--- config.mk ---
export PLATFORM = sky130hd
export DESIGN_NAME = atomic_alu_arbiter
export DESIGN_NICKNAME = d
export VERILOG_FILES = /design/src/rtl/atomic_alu_arbiter.sv
export SDC_FILE = /design/constraint.sdc
export NUM_CORES = 1
export LEC_CHECK = 0
export BUFFER_PORTS_ARGS = -buffer_cell sky130_fd_sc_hd__buf_2
export CAP_MARGIN = 20
export CORE_MARGIN = 10
export CORE_UTILIZATION = 51
export CTS_CLUSTER_SIZE = 16
export DETAILED_ROUTE_END_ITERATION = 10
export PLACE_DENSITY = 0.92
export SLEW_MARGIN = 40
export SYNTH_ARGS = -nofsm -noshare
export SYNTH_HDL_FRONTEND = slang
export SYNTH_SLANG_ARGS = --single-unit
--- constraint.sdc ---
create_clock -name clk -period 3.7 [get_ports clk]
set_input_delay 0.37 -clock clk [delete_from_list [all_inputs] [get_ports clk]]
set_output_delay 0.37 -clock clk [all_outputs]
set_load 0.01 [all_outputs]
--- src/rtl/atomic_alu_arbiter.sv ---
// Round-robin arbiter sharing one atomic ALU controller among NUM_REQ requesters.
// Optional macro CAS_PRIORITY_EN: pending CAS commands (op 3'b111) win over all other ops.
module atomic_alu_arbiter #(
  parameter int NUM_REQ = 4,
  parameter int ALU_LAT = 2,
  parameter int ID_W    = $clog2(NUM_REQ)
) (
  input  logic                  clk,
  input  logic                  rst,
  input  logic [NUM_REQ-1:0]    req,
  input  logic [NUM_REQ*12-1:0] cmd_in,
  output logic [NUM_REQ-1:0]    ack,
  output logic                  syscall,
  output logic [11:0]           command,
  input  logic [31:0]           alu_y,
  input  logic                  alu_o,
  input  logic                  alu_c,
  input  logic                  alu_z,
  input  logic                  alu_n,
  output logic                  resp_valid,
  output logic [ID_W-1:0]       resp_id,
  output logic [31:0]           resp_y,
  output logic [3:0]            resp_flags,
  output logic                  busy
);

  typedef enum logic [1:0] {IDLE, ISSUE, WAIT, RESP} state_t;

  state_t              state;
  logic [ID_W-1:0]     rr_ptr;
  logic [ID_W-1:0]     cur_id;
  logic [ID_W-1:0]     win_id;
  logic [3:0]          wait_cnt;
  logic [NUM_REQ-1:0]  cand;
  logic [11:0]         win_cmd;

  // First candidate at or after ptr, wrapping; later offsets are overwritten by nearer ones.
  function automatic logic [ID_W-1:0] rr_pick(input logic [NUM_REQ-1:0] c,
                                              input logic [ID_W-1:0]    ptr);
    logic [ID_W-1:0] pick;
    logic [ID_W-1:0] idx;
    pick = ptr;
    for (int k = NUM_REQ - 1; k >= 0; k--) begin
      idx = ID_W'((int'(ptr) + k) % NUM_REQ);
      if (c[idx]) pick = idx;
    end
    return pick;
  endfunction

`ifdef CAS_PRIORITY_EN
  logic [NUM_REQ-1:0] cas_vec;
  for (genvar g = 0; g < NUM_REQ; g++) begin : g_cas
    assign cas_vec[g] = req[g] && (cmd_in[12*g+9 +: 3] == 3'b111);
  end
  assign cand = (|cas_vec) ? cas_vec : req;
`else
  assign cand = req;
`endif

  assign win_id = rr_pick(cand, rr_ptr);

  // Mux only the winning lane so X on idle lanes cannot leak into command.
  always_comb begin
    win_cmd = '0;
    for (int i = 0; i < NUM_REQ; i++) begin
      if (ID_W'(i) == win_id) win_cmd = cmd_in[12*i +: 12];
    end
  end

  always_ff @(posedge clk or posedge rst) begin
    if (rst) begin
      state      <= IDLE;
      rr_ptr     <= '0;
      cur_id     <= '0;
      wait_cnt   <= '0;
      ack        <= '0;
      syscall    <= 1'b0;
      resp_valid <= 1'b0;
      busy       <= 1'b0;
      command    <= '0;
      resp_id    <= '0;
      resp_y     <= '0;
      resp_flags <= '0;
    end else begin
      case (state)
        IDLE: begin
          if (|req) begin
            command <= win_cmd;
            cur_id  <= win_id;
            ack     <= NUM_REQ'(1) << win_id;
            syscall <= 1'b1;
            busy    <= 1'b1;
            state   <= ISSUE;
          end
        end
        ISSUE: begin
          ack      <= '0;
          syscall  <= 1'b0;
          rr_ptr   <= (cur_id == ID_W'(NUM_REQ - 1)) ? '0 : cur_id + 1'b1;
          wait_cnt <= 4'(ALU_LAT - 1);
          state    <= WAIT;
        end
        WAIT: begin
          if (wait_cnt == 4'd0) begin
            resp_y     <= alu_y;
            resp_flags <= {alu_o, alu_c, alu_z, alu_n};
            resp_id    <= cur_id;
            resp_valid <= 1'b1;
            state      <= RESP;
          end else begin
            wait_cnt <= wait_cnt - 1'b1;
          end
        end
        RESP: begin
          resp_valid <= 1'b0;
          busy       <= 1'b0;
          state      <= IDLE;
        end
        default: state <= IDLE;
      endcase
    end
  end

endmodule

==> results.toml <==
[outcome]
status = "complete, no violations"

[layout]
postLayoutCoreUtil = 0.688
n_antenna_cell = 0
area_growth_pct = 32.0
drive_gt1_frac = 0.549
finalNetCount = 513
stdcell_count = 498

[detailed_routing]
first_pass_iters = 4
vias = 2689
antenna_left = 0
drcViolationCount = 0
vias_per_cell = 5.40
finalWirelength_um = 9000
wl_per_cell_um = 18.1
drt_iter0_markers = 94

[cts]
htreeDepth = 3
ctsResizeCount = 0
clk_pin_slew_worst_paths_ns = 0.08
tritoncts = "built"
clk_latency_ns = 0.34
cts_made_buffers = 9
cts-root-buf = "clkbuf_8"
clockBufferDepth = 2
ctsHoldBuffers = 0
clock_sink_count = 67
cts_setup_buffers = 0

[setup_path]
end_kind = "flip-flop"
cp_max_fo = 14
crit_required_ns = 3.88
start_kind = "flip-flop"
critPathArrivalTime_ns = 2.59
worstSetupPathType = "reg2reg"
rrSetupSlack_ns = 1.29

[sta]
final-setup-viol-count = 0
fmax_mhz = 414
fin_tns_setup_ns = 0
worst_slew_pin_slew_ns = 0.788
fin_crit_sh = 0.652
slew_headroom = 0.474
slew_violations = 0
holdWs_ns = 0.0769
rsz0062_at_grt = "false"
finalCriticalPeriod_ns = 2.41
hold_viol = 0
skew_ns = 0.00981

[die]
die_x_um = 100
die_h_um = 100
start_util = 0.521
num_rows = 29
die_area_sq_um = 10100
io_pins = 147
core_sq_um = 6310

[power_and_ir_drop]
peakVddDrop_mv = 0.446
leakage_nw = 2.11
p_per_area_nw_per_um2 = 883

[synth]
synthArstFlopShare = 1.00
synthTopCellsByArea = "dfrtp_1, mux2_2, a211oi_2"
synth_top_flop_cell = "dfrtp_1"
yosys_warnings = 0
synth_largest_area_cell = "dfrtp_1"
syn_area_per_cell_sq_um = 12.2
synth_top_cell_area_share = 0.510
ys_seq_area_frac = 0.510
synthCells = 269
mappedNetlistArea_sq_um = 3290
synth-edff-count = 0
synth-seq-cells = 67
synth_fp_nets = 366
synth_cell_types = 41

[job]
drv_cap = 0

[global_route]
grt_overflow = 0
first_global_vias = 3010
grt_max_degree = 43
grt.total_usage = 0.176
antenna_found_initial = 0
grt_pass1_wl_um = 14300

[placed_design]
dp.cells = 482
detailed_place_hpwl_um = 6920
io_buffers = 146
routabilityCongestion = 0.772

[hold_path]
holdCritPathClass = "in2async"
## where the power goes
part           switching [W]  total (W)  internal (W)  leakage [nW]
combinational       0.000928    0.00171      0.000777          1.18
sequential          0.000206    0.00131       0.00110         0.791
clock               0.000287   0.000823      0.000536         0.133
## registers in the layout, summed over array words and instances, names as in the netlist
register / count
wait_cnt: 4
command: 12
syscall: 1
rr_ptr: 2
state: 2
resp_y: 32
resp_valid: 1
busy: 1
cur_id: 2
resp_id: 2
resp_flags: 4
ack: 4
## area by class of cell
cell class	count	area [sq um]
multi-input combinational	169	1460
timing repair buffer	150	761
inverter	19	73.8
clock buffer	10	138
fill	481	1970
clock inverter	6	136
sequential	67	1680
tap	77	96.3
## final timing paths
kind / startpoint / end / cells past startpoint
setup / recovery: state[0] / command[7] / 6
hold / removal: rst / resp_y[13] / 2
setup reg to reg: state[0] / command[7] / 6
hold reg to reg: resp_flags[2] / resp_flags[2] / 1
max in group asynchronous: rst / resp_valid / 3
min in group clk: alu_y[3] / resp_y[3] / 2
## Yosys cell counts (2+ instances only)
| cell | n |
|---|---|
| buf_2 | 4 |
| mux2i_1 | 13 |
| nor2_2 | 2 |
| a21o_1 | 2 |
| mux2_1 | 6 |
| nand2_1 | 8 |
| buf_4 | 2 |
| a31oi_1 | 12 |
| o21ai_1 | 3 |
| o21ai_0 | 6 |
| o31ai_1 | 2 |
| nor2_1 | 21 |
| a211oi_2 | 20 |
| ha_1 | 7 |
| a21oi_1 | 6 |
| a211oi_1 | 4 |
| a32o_1 | 2 |
| buf_6 | 2 |
| nand3_1 | 3 |
| or3_1 | 2 |
| inv_1 | 18 |
| dfrtp_1 | 67 |
| mux2_2 | 34 |
| nor2b_1 | 3 |
| clkbuf_1 | 4 |
## critical path: stages, from the launching register on
cell	delay, ns
dfrtp_1	0.42
inv_1	0.14
ha_1	0.23
a21boi_2	0.62
o311ai_4	0.41
a211oi_2	0.35
a211oi_2	0.08
## placed cells by master (no fill, tap or decap), types with 2 or more instances in the layout
master     count
a211oi_1       4
a211oi_2      20
a21o_1         2
a21oi_1        6
a31oi_1       12
a32o_1         2
buf_2        146
buf_4          4
bufinv_16      4
clkbuf_8      10
dfrtp_1       67
ha_1           7
inv_1         17
mux2_1         6
mux2_2        34
mux2i_1       13
nand2_1        8
nand3_1        3
nor2_1        21
nor2_2         2
nor2b_1        3
o21ai_0        6
o21ai_1        3
o31ai_1        2
or3_1          2
## per-stage QoR
stage | total power [W] | instance area (sq um) | worst slack, ns
final | 0.00384 | 4340 | 1.29
after global routing | 0.00410 | 4340 | 1.15
after CTS | 0.00387 | 4340 | 1.29
after detailed placement | 0.00304 | 4070 | 1.31
after global placement | 0.00295 | 4060 | 1.34
after floorplan | 0.00245 | 3290 | 1.65
## routing by layer
layer  global-route usage  routed length [um]
met5                    0                   0
met4               0.0620                 146
met3               0.0742                 868
met2                0.312                4650
met1                0.182                3330
## cell families (layout without fill, tap and decap cells)
| kind of cell | Yosys count | after routing | synth area share |
|---|---|---|---|
| AOI/OAI and AO/OA | 64 | 64 | 0.173 |
| adders and majority gates | 7 | 7 | 0.0266 |
| buffers and inverters | 33 | 185 | 0.0509 |
| DFF | 67 | 67 | 0.510 |
| muxes | 53 | 53 | 0.176 |
| and+or+nand+nor | 45 | 45 | 0.0635 |
(Power assumes the default switching activity.)
